[src/rtl/alu_cmd_issuer.sv]
// alu_cmd_issuer: accepts single-bit ALU commands, holds them on an external
// ALU for SETTLE_CYCLES cycles, and queues the captured results in a
// 2-entry in-order buffer. Divide/modulo by zero bypasses the ALU.
module alu_cmd_issuer #(
   parameter int unsigned SETTLE_CYCLES = 1
) (
   input  logic       clk,
   input  logic       rst_n,
   input  logic       cmd_valid,
   output logic       cmd_ready,
   input  logic [3:0] cmd_op,
   input  logic       cmd_a,
   input  logic       cmd_b,
   output logic [1:0] alu_in,
   output logic [3:0] alu_st,
   input  logic [4:0] alu_out,
   output logic       rsp_valid,
   input  logic       rsp_ready,
   output logic [4:0] rsp_data,
   output logic       rsp_err,
   output logic       busy,
   output logic [7:0] op_count
);

   localparam logic [3:0] SETTLE_INIT = 4'(SETTLE_CYCLES);

   typedef enum logic {IDLE = 1'b0, DRIVE = 1'b1} state_t;

   state_t     state_reg, state_next;
   logic       ready_en_reg;
   logic [3:0] op_reg;
   logic       a_reg, b_reg;
   logic [3:0] settle_reg;
   logic [7:0] op_count_reg;

   logic [4:0] data_reg [2];
   logic       err_reg  [2];
   logic       rd_ptr_reg, wr_ptr_reg;
   logic [1:0] count_reg;

   logic       accept, div_zero, drive_done;
   logic       push, pop, push_err;
   logic [4:0] push_data;

   assign accept     = cmd_valid && cmd_ready;
   assign div_zero   = ((cmd_op == 4'b0110) || (cmd_op == 4'b0111)) && !cmd_b;
   assign drive_done = (state_reg == DRIVE) && (settle_reg == 4'd1);
   assign push_err   = accept && div_zero;
   assign push       = push_err || drive_done;
   assign push_data  = drive_done ? alu_out : 5'd0;
   assign pop        = rsp_ready && (count_reg != 2'd0);

   // Gate cmd_ready until the first clock edge after reset release
   always_ff @(posedge clk or negedge rst_n) begin
      if (!rst_n) ready_en_reg <= 1'b0;
      else        ready_en_reg <= 1'b1;
   end

   // FSM state register
   always_ff @(posedge clk or negedge rst_n) begin
      if (!rst_n) state_reg <= IDLE;
      else        state_reg <= state_next;
   end

   // FSM next state: normal commands enter DRIVE, leave when settle count expires
   always_comb begin
      state_next = state_reg;
      case (state_reg)
         IDLE:    if (accept && !div_zero) state_next = DRIVE;
         DRIVE:   if (settle_reg == 4'd1)  state_next = IDLE;
         default: state_next = IDLE;
      endcase
   end

   // FSM outputs: ALU drive only in DRIVE, handshake only in IDLE with buffer room
   always_comb begin
      busy      = (state_reg == DRIVE);
      alu_in    = 2'b00;
      alu_st    = 4'b0000;
      cmd_ready = ready_en_reg && (state_reg == IDLE) && (count_reg < 2'd2);
      if (state_reg == DRIVE) begin
         alu_in = {b_reg, a_reg};
         alu_st = op_reg;
      end
   end

   // Command capture, settle countdown and accepted-command counter
   always_ff @(posedge clk or negedge rst_n) begin
      if (!rst_n) begin
         op_reg       <= 4'd0;
         a_reg        <= 1'b0;
         b_reg        <= 1'b0;
         settle_reg   <= 4'd0;
         op_count_reg <= 8'd0;
      end else begin
         if (accept) op_count_reg <= op_count_reg + 8'd1;
         if (accept && !div_zero) begin
            op_reg     <= cmd_op;
            a_reg      <= cmd_a;
            b_reg      <= cmd_b;
            settle_reg <= SETTLE_INIT;
         end else if (state_reg == DRIVE) begin
            settle_reg <= settle_reg - 4'd1;
         end
      end
   end

   // Result buffer: two slots, write/read pointers toggle, count tracks occupancy
   always_ff @(posedge clk or negedge rst_n) begin
      if (!rst_n) begin
         for (int i = 0; i < 2; i++) begin
            data_reg[i] <= 5'd0;
            err_reg[i]  <= 1'b0;
         end
         rd_ptr_reg <= 1'b0;
         wr_ptr_reg <= 1'b0;
         count_reg  <= 2'd0;
      end else begin
         if (push) begin
            data_reg[wr_ptr_reg] <= push_data;
            err_reg[wr_ptr_reg]  <= push_err;
            wr_ptr_reg           <= ~wr_ptr_reg;
         end
         if (pop) rd_ptr_reg <= ~rd_ptr_reg;
         case ({push, pop})
            2'b10:   count_reg <= count_reg + 2'd1;
            2'b01:   count_reg <= count_reg - 2'd1;
            default: count_reg <= count_reg;
         endcase
      end
   end

   assign rsp_valid = (count_reg != 2'd0);
   assign rsp_data  = rsp_valid ? data_reg[rd_ptr_reg] : 5'd0;
   assign rsp_err   = rsp_valid ? err_reg[rd_ptr_reg] : 1'b0;
   assign op_count  = op_count_reg;

endmodule
[config.mk]
export PLATFORM = sky130hd
export DESIGN_NAME = alu_cmd_issuer
export DESIGN_NICKNAME = d
export VERILOG_FILES = /design/src/rtl/alu_cmd_issuer.sv
export SDC_FILE = /design/constraint.sdc
export NUM_CORES = 1
export LEC_CHECK = 0
export ABC_AREA = 1
export ABC_CLOCK_PERIOD_IN_PS = 2400
export CORE_MARGIN = 2
export CORE_UTILIZATION = 35
export CTS_BUF_LIST = sky130_fd_sc_hd__clkbuf_4 sky130_fd_sc_hd__clkbuf_8
export DETAILED_ROUTE_END_ITERATION = 10
export GPL_TIMING_DRIVEN = 0
export PLACE_DENSITY = 0.68
export RECOVER_POWER = 100
export SLEW_MARGIN = 10
export SYNTH_ARGS = -nofsm -noshare
export SYNTH_HDL_FRONTEND = slang
export SYNTH_SLANG_ARGS = --single-unit
[constraint.sdc]
create_clock -name clk -period 2.4 [get_ports clk]
set_input_delay 0.36 -clock clk [delete_from_list [all_inputs] [get_ports clk]]
set_output_delay 0.36 -clock clk [all_outputs]
set_load 0.05 [all_outputs]
## Yosys cells after proc, flatten, opt, wreduce, memory -nomap -nowiden

Cells that the tools add are included.

- Register bits after elaboration: 36
- Input port bits: 15
- Output and inout bits: 23
- Logic and storage cells: 71

- Add/subtract/negate cells: 4
- Order comparisons: 4
- Equality and inequality tests: 5
- Muxes and demuxes: 23
- Bitwise operators: 5
- Reductions and logical operators: 16

Operators by type and width:

| kind | count |
|---|---|
| 5-bit 2-to-1 mux | 6 |
| 4-bit 2-to-1 mux | 3 |
| 10-bit bitwise mux | 1 |
| 1-bit logical AND | 9 |
| 8-bit by 1-bit adder with 8-bit output (second input constant) | 1 |
| 4-bit by 3-bit == test with 1-bit output (second input constant) | 2 |
| 1-bit 2-to-1 mux | 7 |
| 2-bit nonzero test | 3 |
| 5-bit demux with 1-bit select | 1 |
| 4-bit by 1-bit == test with 1-bit output (second input constant) | 1 |
| 2-bit >= comparator (second input constant) | 2 |
| 1-bit NOT with 2-bit output | 2 |
| 2-bit case mux with 2 select lines | 1 |
| 4-bit by 1-bit subtractor with 4-bit output (second input constant) | 1 |
| 1-bit NOT | 3 |
| 2-bit by 1-bit adder with 2-bit output (second input constant) | 1 |
| 2-bit bitwise mux | 1 |
| 2-bit by 1-bit == test with 1-bit output (second input constant) | 1 |
| 2-bit == test (second input constant) | 1 |
| 1-bit zero test | 2 |
| 1-bit logical OR | 2 |
| 2-bit by 1-bit < comparator with 1-bit output (second input constant) | 1 |
| 2-bit < comparator (second input constant) | 1 |
| 2-bit 2-to-1 mux | 1 |
| other kinds (3) | 3 |

## Depth between registers and ports, before layout

Gate-level depths: netlist of run 1.

- Depth in word-level cells: 8
- Gate-level depth with buffers: 10
- Depth with buffers taken out: 10

## Worst setup path before layout of run 1

OpenSTA, ideal clock, no wires.

- Kind: register to register
- From: register state_reg, in the netlist busy
- To: register count_reg[1]
- Library setup time: 0.131 ns
- Arrival: 1.828 ns
- Required time: 2.269 ns
- Slack: 0.441 ns
- Stages on the path, launching flop included: 11
- Buffers on the path: 0
- Clock period less this slack: 1.959 ns
- Cell sequence: dfrtp_1 inv_2 nand3_4 nor2_8 nand2_2 nand2_4 inv_2 ha_1 a21oi_1 o21ai_0 xor2_1

- Longest elaborated chain between the ends: 8
- Elaborated cells between the ends (all ways): 11
- Those cells by class: eq/ne: 2; mux: 1; bitwise: 1; reduce/logical: 7

RTL lines:

| what | RTL line | RTL |
|---|---|---|
| from (decl) | 29 | `state_t state_reg, state_next;` |
| from (signal assigned) | 62 | `else state_reg <= state_next;` |
| 1-bit NOT | - |  |
| 1-bit logical AND (2 in series) | 80 | `cmd_ready = ready_en_reg && (state_reg == IDLE) && (count_reg < 2'd2);` |
| 1-bit logical AND | 45 | `assign accept = cmd_valid && cmd_ready;` |
| 1-bit logical AND | 48 | `assign push_err = accept && div_zero;` |
| 1-bit logical OR (*) | 49 | `assign push = push_err \|\| drive_done;` |
| 2-bit by 1-bit == test with 1-bit output / 2-bit == test (equally long branches) | 125 | `case ({push, pop})` |
| 2-bit case mux with 2 select lines / 2-bit nonzero test (equally long branches) | - |  |
| to (signal assigned) | 126 | `2'b10: count_reg <= count_reg + 2'd1;` |
| to (signal assigned) | 127 | `2'b01: count_reg <= count_reg - 2'd1;` |
| to (signal assigned) | 128 | `default: count_reg <= count_reg;` |
| to (decl) | 39 | `logic [1:0] count_reg;` |

Mark *: on every way between the ends. The rest lies on a longest branch, timed or not.
A chain may end at the register's enable or synchronous reset.

## Worst setup path after layout of run 1

- From: register state_reg, in the netlist busy
- To: output alu_st[3]

- Longest elaborated chain between the ends: 1

RTL lines:

| what | RTL line | RTL |
|---|---|---|
| 4-bit 2-to-1 mux | 81 | `if (state_reg == DRIVE) begin` |
| to (decl) | 15 | `output logic [3:0] alu_st,` |

Every way passes these cells.

==> run summary, run 1 <==
outcome -> finished, violations left
failing checks -> max-capacitance violations, max-slew violations
Setup CP Type -> flop to output port
final core occ -> 47.92%
Initial Utilization -> 36.99%
Slew @ Worst Pin -> 1887 ps
GR Overflow Total -> 0
CTS root buf -> clkbuf_8
initial antenna violation count -> 0
# rows -> 25
Critical Path End Type -> output port
first-pass GRT wire length -> 6058 um
CTS Buf Count -> 5
Yosys cell types -> 24
Gate Count Post-Synth -> 220
pwr/cell area -> 1333 nW/um^2
clk sinks -> 36
YS warnings -> 0
Core Region -> 4817 um^2
IO Count -> 38
P_leak -> 1.261 nW
clk slew on worst S/H paths -> 70 ps
H-tree depth -> 2
post-DP HPWL -> 2602 um
number of global-route vias before repair -> 1414
max_slew headroom -> -25.82%
Inserted Diodes -> 0
CP startpoint kind -> flop
ratio of cells with drive above 1 in the final layout -> 6.038%
synthesized area per cell -> 8.099 um^2
fin crit period -> 2281 ps
pre-CTS setup slack -> 183.4 ps
Syn Std Cell Area -> 1782 um^2
fill cell total of the finished layout -> 511
clk_lat worst skew -> 300 ps
Yosys top cell by area -> dfrtp_1
number of port buffers -> 37
Die X-Extent -> 75.35 um
max_cap viols -> 1
antenna viol nets, final -> 0
Final setup viols -> 0
WP data arrival -> 1920 ps
worst min path class -> flop to flop
Critical Path RT -> 2040 ps
post-synthesis sequential area ratio -> 50.56%
area added between synthesis and finish -> 29.56%
die extent in y -> 75.35 um
crit path cell chain -> buf_2 -> nand2_1 -> inv_1 -> dlygate4sd3_1
Seq cells post-synth -> 36
Worst Skew -> 9.893 ps
Yosys top cell area share -> 50.56%
Via density -> 4.407
crit share post-route -> 95.04%
slowest stage delay, CP -> 860 ps
RSZ-0062 raised after global routing -> no
most used flip-flop cell after synthesis -> dfrtp_1
Synth area leaders -> dfrtp_1 (51%), nand2_1 (19%), inv_1 (6.1%)
Hold Vio Cnt, Final -> 0
max reg flops -> 10
via count -> 1463
leading cell type in the layout, fill and taps excluded -> nand2_1
largest net degree at the start of global routing -> 37
crit path max fanout -> 10
CTS max path bufs -> 2
slowest stage cell, crit path -> dlygate4sd3_1
final setup TNS -> 0 ps
hold buffers post-CTS -> 0
Initial DRC Count -> 68
die area -> 5678 um^2
Achievable Freq -> 438.4 MHz
syn nets -> 239
Residual DRC -> 0
Tot GR Track Use -> 14.32%
drt total wl -> 3631 um
setup slack after layout -> 119.1 ps
gpl congestion -> 0.7813
Post-synth EDFFs -> 0
Peak VDD IR -> 0.5745 mV
Async SR Flop Fraction -> 100.0%
drt wl/cell -> 10.94 um
final slew viol count -> 37
TritonRoute pass-1 iters -> 5
most frequent cells in the layout -> nand2_1 (92), dfrtp_1 (36), inv_1 (30), clkdlybuf4s50_1 (15), dlygate4sd3_1 (15)
TritonCTS clock tree -> done
Layout Nets -> 283
[cell usage after synthesis, drive strengths merged (2+ instances only)]
library cell / number
inv: 32
xnor2: 3
xor2: 5
ha: 4
nand4: 6
o21ai: 6
dfrtp: 36
a21oi: 9
buf: 2
nand3: 6
nor2: 13
nand2: 93
[power breakdown]
| group | internal (mW) | total [mW] | switching, mW |
|---|---|---|---|
| Combinational | 0.461 | 1.54 | 1.07 |
| Clock | 0.319 | 0.535 | 0.215 |
| Sequential | 0.852 | 1.01 | 0.154 |
[cells by family after synthesis]
family | count (synthesis) | share of synthesized area [%]
compound gates | 17 | 4.986
xor+xnor | 8 | 3.933
fa+ha+maj | 4 | 2.809
buf+inv | 35 | 7.514
flops | 36 | 50.56
other cells | 1 | 0.2105
simple gates | 119 | 29.99
[final cells by class]
class,count,area [um^2],area share (%)
flip-flops and latches,36,900.9,39.02
multi-input cells,149,721.9,31.27
well taps,67,83.83,3.631
repair buffers,37,356.6,15.45
plain buffers,3,13.76,0.5962
inverters,32,120.1,5.203
clock inverters,2,35.03,1.518
clock buffers,6,76.32,3.306
[path summary, 6_finish.rpt]
path / from / slack [ps] / cells past startpoint / endpoint
max in group asynchronous: rst_n / 730 / 1 / data_reg[0]$_DFFE_PN0P_
min reg2reg: data_reg[0]$_DFFE_PN0P_ / 480 / 2 / data_reg[0]$_DFFE_PN0P_
min: data_reg[0]$_DFFE_PN0P_ / 480 / 2 / data_reg[0]$_DFFE_PN0P_
min in group asynchronous: rst_n / 580 / 1 / op_count[0]$_DFFE_PN0P_
max reg2reg: settle_reg[1]$_DFFE_PN0P_ / 360 / 9 / count_reg[1]$_DFFE_PN0P_
max: busy$_DFF_PN0_ / 120 / 4 / alu_st[3]
[critical path: cells and delay by family, from the launching register on]
| family | cells | cell delay (ps) |
|---|---|---|
| buffers and inverters | 3 | 1150 |
| DFF | 1 | 400 |
| and+or+nand+nor | 1 | 80 |
[timing repair]
| action | 4_1_cts | 5_1_grt |
|---|---|---|
| gates resized for setup | 6 | 1 |
| endpoints found under the setup margin | 6 | 1 |
| setup buffers | 0 | 0 |
[per-layer routing]
layer  up-vias  routed length [um]  global-route usage [%]
li1        755                   -                       -
met4         0                  76                   7.018
met5         -                   0                       0
met3         6                 130                   3.968
met1       678                1670                   18.31
met2        24                1754                   22.42
[metrics by stage]
step | hold WS [ps] | power, mW | instances | instance area [um^2]
after global placement | 453.2 | 2.631 | 324 | 2236
after CTS | 168.0 | 3.166 | 332 | 2335
final | 475.5 | 3.076 | 332 | 2308
after detailed placement | 459.8 | 2.655 | 324 | 2231
after global routing | 494.8 | 3.288 | 332 | 2308
after floorplan | 64.41 | 2.155 | 220 | 1782
No activity file was read; power rests on OpenSTA's default activity.
==> run 2: changes to the inputs <==
- CORE_UTILIZATION: 35 -> 50
- PLACE_DENSITY: 0.68 -> 0.88
==> run 2 against run 1 <==
  * The run still ends with max-capacitance violations, max-slew violations left
  * Cell count down 6.3%
  * Critical endpoint is now alu_st[1]
  * Critical path type unchanged
  * Largest power group unchanged
  * Sequential power about the same
  * Largest cell class unchanged
  * Clock-buffer cell count unchanged
==> run summary, run 2 (same netlist as run 1, synthesis figures left out) <==
max reg flops -> 10 (unchanged)
max_slew headroom -> -25.38% (was -25.82%)
drt wl/cell -> 11.11 um (was 10.94 um)
Via density -> 4.785 (was 4.407)
IO Count -> 38 (unchanged)
crit path max fanout -> 10 (unchanged)
die area -> 4057 um^2 (was 5678 um^2)
Layout Nets -> 283 (unchanged)
clk sinks -> 36 (unchanged)
pwr/cell area -> 1329 nW/um^2 (was 1333 nW/um^2)
clock network power share -> 14.7% (was 17.4%)
die extent in y -> 63.70 um (was 75.35 um)
outcome -> finished, violations left (unchanged)
Critical Path RT -> 2040 ps (about the same)
post-DP HPWL -> 2521 um (was 2602 um)
failing checks -> max-capacitance violations, max-slew violations (unchanged)
CTS root buf -> clkbuf_4 (was clkbuf_8)
postcts setup bufs -> 0 (unchanged)
Die X-Extent -> 63.70 um (was 75.35 um)
hold_ws -> 483.4 ps (was 475.5 ps)
NetSw -> 1.421 mW (was 1.444 mW)
placed cell area -> 2205 um^2 (was 2231 um^2)
Int Power -> 1.555 mW (was 1.632 mW)
Setup CP Type -> flop to output port (unchanged)
RSZ-0062 raised after global routing -> no (unchanged)
CTS Buf Count -> 5 (unchanged)
final slew viol count -> 37 (unchanged)
Residual DRC -> 0 (unchanged)
fill cell total of the finished layout -> 258 (was 511)
GR Overflow Total -> 0 (unchanged)
Core Region -> 3390 um^2 (was 4817 um^2)
WP data arrival -> 1910 ps (was 1920 ps)
number of port buffers -> 37 (unchanged)
Initial DRC Count -> 70 (was 68)
combinational share of power -> 51.7% (was 49.9%)
Peak VDD IR -> 0.7324 mV (was 0.5745 mV)
total power -> 2.977 mW (was 3.076 mW)
fin crit period -> 2265 ps (was 2281 ps)
TritonRoute pass-1 iters -> 4 (was 5)
TritonCTS clock tree -> done (unchanged)
drt total wl -> 3454 um (was 3631 um)
via count -> 1488 (was 1463)
max_cap viols -> 1 (unchanged)
CP startpoint kind -> flop (unchanged)
Flop pwr share -> 33.6% (was 32.7%)
final core occ -> 66.08% (was 47.92%)
ratio of cells with drive above 1 in the final layout -> 6.415% (was 6.038%)
Slew @ Worst Pin -> 1881 ps (was 1887 ps)
largest net degree at the start of global routing -> 37 (unchanged)
Switching Fraction -> 47.75% (was 46.95%)
clk_lat worst skew -> 350 ps (was 300 ps)
number of global-route vias before repair -> 1437 (was 1414)
crit share post-route -> 94.39% (was 95.04%)
Tot GR Track Use -> 19.98% (was 14.32%)
P_leak -> 1.218 nW (was 1.261 nW)
# rows -> 21 (was 25)
Final setup viols -> 0 (unchanged)
antenna viol nets, final -> 0 (unchanged)
area added between synthesis and finish -> 25.70% (was 29.56%)
H-tree depth -> 2 (unchanged)
Worst Skew -> 4.862 ps (was 9.893 ps)
Inserted Diodes -> 0 (unchanged)
leading cell type in the layout, fill and taps excluded -> nand2_1 (unchanged)
first-pass GRT wire length -> 6168 um (was 6058 um)
gpl congestion -> 0.7676 (was 0.7813)
CTS max path bufs -> 2 (unchanged)
initial antenna violation count -> 0 (unchanged)
Hold Vio Cnt, Final -> 0 (unchanged)
most frequent cells in the layout -> nand2_1 (91), dfrtp_1 (36), inv_1 (31), clkdlybuf4s50_1 (21), nor2_1 (12) (was nand2_1 (92), dfrtp_1 (36), inv_1 (30), clkdlybuf4s50_1 (15), dlygate4sd3_1 (15))
Achievable Freq -> 441.4 MHz (was 438.4 MHz)
worst min path class -> flop to flop (unchanged)
clk slew on worst S/H paths -> 110 ps (was 70 ps)
Initial Utilization -> 52.57% (was 36.99%)
Critical Path End Type -> output port (unchanged)
final instance area -> 2240 um^2 (was 2308 um^2)
final setup TNS -> 0 ps (unchanged)
[run 2: cell types whose count changed in the layout (fill, tap and decap cells not counted), moves of 2 or more]
cell and delta:
clkbuf_4 +5, dlygate4sd3_1 -6, dlygate4sd2_1 -2, clkdlybuf4s50_1 +6, clkbuf_2 +2, clkbuf_8 -5
[run 2: worst paths after layout]
check / to / startpoint / cells after the start / slack [ps]
max: alu_st[1] / busy$_DFF_PN0_ / 4 / 130
min: data_reg[5]$_DFFE_PN0P_ / data_reg[5]$_DFFE_PN0P_ / 2 / 480
max reg2reg: count_reg[1]$_DFFE_PN0P_ / busy$_DFF_PN0_ / 10 / 210
min reg2reg: data_reg[5]$_DFFE_PN0P_ / data_reg[5]$_DFFE_PN0P_ / 2 / 480
max in group asynchronous: data_reg[1]$_DFFE_PN0P_ / rst_n / 1 / 810
min in group asynchronous: op_count[7]$_DFFE_PN0P_ / rst_n / 1 / 520
[run 2: worst max-delay path, cell delays in order, from the launching register on]
cell             delay (ps)
dfrtp_1                 410
clkbuf_2                240
nand2_1                  80
inv_1                    50
clkdlybuf4s50_1         790
[run 2: through the flow]
step / std cells / worst slack, ps
floorplan: 220 / 441.0
global placement: 303 / 170.2
detailed placement: 303 / 198.2
CTS: 311 / 112.0
global route: 311 / 1.501
finish: 311 / 134.7
[run 2: what timing repair did]
action / in CTS / in global routing
hold buffers: 0 / 0
gates resized for setup: 7 / 3
gates cloned: 0 / 0
setup endpoints to repair: 7 / 2
[run 2: layout make-up]
type | count | area, um^2 | area share (%)
buffer | 3 | 13.76 | 0.6145
clock buffer | 6 | 45.04 | 2.011
clock inverter | 2 | 35.03 | 1.564
inverter | 32 | 120.1 | 5.363
multi-input combinational | 149 | 713.2 | 31.84
sequential | 36 | 900.9 | 40.22
tap | 46 | 57.56 | 2.570
timing repair buffer | 37 | 354.1 | 15.81
[run 2: power by group through the flow]
stage	Sequential (mW)	Clock [mW]	Combinational, mW
finish	1.00	0.437	1.54
global route	1.03	0.466	1.68
CTS	1.00	0.441	1.60
detailed placement	1.01	0	1.63
global placement	1.00	0	1.61
floorplan	1.14	0	1.01
[run 2: layer usage]
layer / GRT usage, % / vias to the layer above / routed length [um]
met2: 30.92 / 28 / 1673
li1: - / 760 / -
met1: 25.29 / 693 / 1540
met4: 12.23 / 0 / 74
met5: 0 / - / 0
met3: 4.643 / 7 / 165
==> run 3: changes to the inputs <==
- ABC_CLOCK_PERIOD_IN_PS: 2400 -> 2750
- CORE_ASPECT_RATIO: not set -> 0.75
- CORE_UTILIZATION: 50 -> 40
- PLACE_DENSITY: 0.88 -> 0.74
- clock period: 2.4 -> 2.75 ns (I/O delays scaled with it)
==> run 3 against run 2 <==
  * The run still ends with max-capacitance violations, max-slew violations left
  * Wire length rose by 2.2%
  * Final area rose by 1.8%
  * Sequential share of layout area fell by 0.71 points
  * Clock-buffer cell count did not move
  * Clock skew rose by 5.7 ps
  * Cell count rose by 2.9%
  * Critical endpoint is now rsp_data[4]
==> run summary, run 3 (same netlist as run 1, synthesis figures left out) <==
IO Count -> 38 (unchanged)
Setup CP Type -> flop to output port (unchanged)
area added between synthesis and finish -> 27.95% (was 25.70%)
Worst Skew -> 10.56 ps (was 4.862 ps)
crit path max fanout -> 8 (was 10)
Die X-Extent -> 81.07 um (was 63.70 um)
# rows -> 20 (was 21)
max reg flops -> 10 (unchanged)
number of global-route vias before repair -> 1413 (was 1437)
gpl congestion -> 0.8759 (was 0.7676)
CP startpoint kind -> flop (unchanged)
Residual DRC -> 0 (unchanged)
Final setup viols -> 0 (unchanged)
P_leak -> 1.238 nW (was 1.218 nW)
Initial DRC Count -> 137 (was 70)
via count -> 1470 (was 1488)
register area -> 900.9 um^2 (unchanged)
slowest stage cell, crit path -> dlygate4sd3_1 (was clkdlybuf4s50_1)
combinational share of power -> 50.1% (was 51.7%)
Tot GR Track Use -> 15.97% (was 19.98%)
footprint of the multi-input gates -> 700.7 um^2 (was 713.2 um^2)
worst min path class -> flop to flop (unchanged)
postcts setup bufs -> 0 (unchanged)
Layout Nets -> 283 (unchanged)
outcome -> finished, violations left (unchanged)
hold buffers post-CTS -> 0 (unchanged)
Critical Path End Type -> output port (unchanged)
CP delay by family, top -> buffers and inverters (unchanged)
pwr/cell area -> 1178 nW/um^2 (was 1329 nW/um^2)
clk_lat worst skew -> 280 ps (was 350 ps)
crit path buf inv count -> 3 (unchanged)
CTS max path bufs -> 2 (unchanged)
RSZ-0062 raised after global routing -> no (unchanged)
TritonCTS clock tree -> done (unchanged)
WP data arrival -> 2180 ps (was 1910 ps)
CTS Buf Count -> 5 (unchanged)
crit path cell chain -> clkbuf_1 -> inv_1 -> nand2_1 -> a21oi_1 -> dlygate4sd3_1 (was clkbuf_2 -> nand2_1 -> inv_1 -> clkdlybuf4s50_1)
NetSw -> 1.246 mW (was 1.421 mW)
crit share post-route -> 94.44%
fill cell total of the finished layout -> 404 (was 258)
hold_ws -> 477.0 ps (was 483.4 ps)
TritonRoute pass-1 iters -> 4 (unchanged)
CTS root buf -> clkbuf_8 (was clkbuf_4)
Peak VDD IR -> 0.5059 mV (was 0.7324 mV)
final slew viol count -> 37 (unchanged)
first-pass GRT wire length -> 6037 um (was 6168 um)
failing checks -> max-capacitance violations, max-slew violations (unchanged)
Critical Path RT -> 2340 ps (was 2040 ps)
clk slew on worst S/H paths -> 70 ps (was 110 ps)
fin crit period -> 2597 ps
antenna viol nets, final -> 0 (unchanged)
total power -> 2.685 mW (was 2.977 mW)
drt total wl -> 3530 um (was 3454 um)
slowest stage delay, CP -> 900 ps (was 790 ps)
Initial Utilization -> 42.89% (was 52.57%)
GR Overflow Total -> 0 (unchanged)
largest net degree at the start of global routing -> 37 (unchanged)
final setup TNS -> 0 ps (unchanged)
max_cap viols -> 1 (unchanged)
post-DP HPWL -> 2631 um (was 2521 um)
Flop pwr share -> 32.8% (was 33.6%)
die area -> 5010 um^2 (was 4057 um^2)
initial antenna violation count -> 0 (unchanged)
clk sinks -> 36 (unchanged)
most frequent cells in the layout -> nand2_1 (93), dfrtp_1 (36), inv_1 (30), dlygate4sd3_1 (22), clkdlybuf4s50_1 (14) (was nand2_1 (91), dfrtp_1 (36), inv_1 (31), clkdlybuf4s50_1 (21), nor2_1 (12))
Inserted Diodes -> 0 (unchanged)
Switching Fraction -> 46.42% (was 47.75%)
# resized after CTS -> 0 (was 7)
Via density -> 4.594 (was 4.785)
die extent in y -> 61.80 um (was 63.70 um)
Int Power -> 1.439 mW (was 1.555 mW)
Hold Vio Cnt, Final -> 0 (unchanged)
H-tree depth -> 2 (unchanged)
Achievable Freq -> 385.0 MHz
drt wl/cell -> 11.03 um (was 11.11 um)
clock network power share -> 17.1% (was 14.7%)
Core Region -> 4154 um^2 (was 3390 um^2)
max_slew headroom -> -23.87% (was -25.38%)
ratio of cells with drive above 1 in the final layout -> 5.283% (was 6.415%)
leading cell type in the layout, fill and taps excluded -> nand2_1 (unchanged)
number of port buffers -> 37 (unchanged)
Slew @ Worst Pin -> 1858 ps (was 1881 ps)
[run 3: changes by cell type in the layout (fill, tap and decap cells not counted), sizes merged]
cell           delta
dlygate4sd3      +13
dlygate4sd2       -4
clkdlybuf4s50     -7
buf               +1
clkdlybuf4s15     -1
clkbuf            -2
[run 3: power groups by stage]
stage               Sequential [mW]  Combinational [mW]  Clock, mW
floorplan                     0.996               0.885          0
global placement              0.884                1.41          0
detailed placement            0.887                1.43          0
CTS                           0.880                1.43      0.468
global route                  0.913                1.48      0.495
finish                        0.880                1.35      0.459
[run 3: metal layers]
metal  global-route usage [%]  vias up  part of all wire [%]
met1                    21.45      681                    49
met4                    5.811        0                  0.82
li1                         -      756                     -
met3                    3.468        2                   3.8
met5                        0        -                     0
met2                    25.97       31                    47
[run 3: cell type report]
class | instances | area share [%]
inverter | 32 | 5.269
multi-input combinational | 149 | 30.74
tap | 55 | 3.019
clock buffer | 6 | 3.348
clock inverter | 2 | 1.537
timing repair buffer | 37 | 15.97
sequential | 36 | 39.52
buffer | 3 | 0.6037
[run 3: per-stage QoR]
step	cell area [um^2]	std cells	utilization (%)	setup WS, ps
finish	2280	320	54.88	152.9
global route	2280	320	54.88	55.23
CTS	2327	320	56.02	217.6
detailed placement	2216	312	53.34	441.7
global placement	2221	312	53.46	481.7
floorplan	1782	220	-	791.0
[run 3: worst min-delay path: stages, from the launching register on]
cell and delay, ps:
dfrtp_1 350, nand2_1 50, nand2_1 40
[run 3: path summary, 6_finish.rpt]
path | startpoint | endpoint | slack (ps) | cells past startpoint
min in group asynchronous | rst_n | count_reg[1]$_DFFE_PN0P_ | 640 | 1
min reg2reg | data_reg[5]$_DFFE_PN0P_ | data_reg[5]$_DFFE_PN0P_ | 480 | 2
max in group asynchronous | rst_n | data_reg[9]$_DFFE_PN0P_ | 1050 | 1
max | rd_ptr_reg$_DFFE_PN0P_ | rsp_data[4] | 150 | 5
max reg2reg | busy$_DFF_PN0_ | count_reg[1]$_DFFE_PN0P_ | 560 | 10
min | data_reg[5]$_DFFE_PN0P_ | data_reg[5]$_DFFE_PN0P_ | 480 | 2
==> RTL change, RTL diff (config.mk and constraints of run 1) <==
Register the output `rsp_err`, with the module's reset; this adds one clock of latency there. The other outputs are not delayed to match.
--- a/src/rtl/alu_cmd_issuer.sv
+++ b/src/rtl/alu_cmd_issuer.sv
@@ -132,7 +132,13 @@
 
    assign rsp_valid = (count_reg != 2'd0);
    assign rsp_data  = rsp_valid ? data_reg[rd_ptr_reg] : 5'd0;
-   assign rsp_err   = rsp_valid ? err_reg[rd_ptr_reg] : 1'b0;
+   always_ff @(posedge clk or negedge rst_n) begin
+      if (!rst_n) begin
+         rsp_err <= '0;
+      end else begin
+         rsp_err <= rsp_valid ? err_reg[rd_ptr_reg] : 1'b0;
+      end
+   end
    assign op_count  = op_count_reg;
 
 endmodule
Check against the original RTL: not equivalent (a bounded check fails within 4 cycles, from zero or initial values and one cycle with rst_n low).
==> RTL change against run 1 <==
  * Sequential cell count is 1 higher
  * Power is 3.2% lower
  * Non-clock buffer count is 2 higher
  * Setup slack better by 20 ps
  * Wire length is 1.9% lower
  * Global-route usage is 0.60 points higher
  * Final area is 0.87% higher
  * First-iteration DRC count is 29% higher
  * Count of clock-buffer cells in the layout stayed put
  * Worst hold slack worse by 1.1 ps
  * Area after synthesis is 1.4% higher
  * Highest routed layer unchanged
==> RTL change: results (changes against run 1) <==
Seq/Total Area, Yosys=51.25% (+0.68 points); worst setup path endpoint=alu_st[2]; switching power total=1431 uW (-0.94%); met3 usage in global routing=3.836% (-0.13 points); met1 usage=19.13% (+0.82 points); Placed Cells=329 (+1.5%); via count=1489 (+1.8%); PnR Total Power=2977 uW (-3.2%); clock group share of total power=14.2% (-3.2 points); Worst VDD drop=0.4529 mV (-21%); arrival time of the worst setup path=1900 ps (-20 ps); Starting DRT DRC Count=88 (+29%); adder-cell share of the synthesized area=2.770% (-0.039 points); worst-skew pair later-pin latency=280 ps (-20 ps); min cycle time layout=2260 ps (-20.49 ps); drt wl/cell=10.54 um (-3.7%); M1 WL=1.624 mm (-2.8%); routing usage on met2=23.85% (+1.4 points); HP Start=err_reg[1]; Mapped Nets=240 (+0.42%); dpl cell area=2280 um2 (+2.2%); most instantiated cells after synthesis=nand2_1 (88), dfrtp_1 (37), inv_1 (29); first-pass GRT wire length=6.417 mm (+5.9%); outcome=finished clean; gpl congestion=0.7731 (-1.0%); Clock Skew=6.584 ps (-3.309 ps); Final Net Count=286 (+1.1%); met2 WL=1.747 mm (-0.40%); Detailed Place HPWL=2.670 mm (+2.6%); LEAKAGE=0.001276 uW (+1.2%); post-place setup slack=144.7 ps (-38.68 ps); Finished Cell Area=2328 um2 (+0.87%); Sequential Power Share=34.6% (+1.9 points); dominant cells by area after synthesis=dfrtp_1 (51%), nand2_1 (18%), inv_1 (6.0%); Hold Path Sink=err_reg[1]; WL met3=106 um (-18%)
RTL change: changes by cell type after synthesis:
cell     delta
dfrtp_1     +1
RTL change: layout make-up:
cell class / count / share of cell area [%]
buffer: 3 / 0.5911
clock buffer: 6 / 3.278
clock inverter: 2 / 0.4299
inverter: 32 / 5.159
multi-input combinational: 149 / 31.00
sequential: 37 / 39.76
tap: 70 / 3.761
timing repair buffer: 39 / 16.01
RTL change: logic make-up after synthesis:
kind of cell | after synthesis
flip-flops | 37
adder cells (fa/ha/maj) | 4
buffers and inverters | 35
XOR/XNOR | 8
AO/OA/AOI/OAI | 17
other | 1
AND/OR/NAND/NOR | 119
RTL change: timing repair:
| action | CTS | global route |
|---|---|---|
| setup buffers | 0 | 0 |
| cloned | 0 | 0 |
| endpoints found under the setup margin | 5 | 1 |
| endpoints found under the hold margin | 8 | 0 |
| resized for setup | 5 | 1 |
| hold buffers | 1 | 0 |
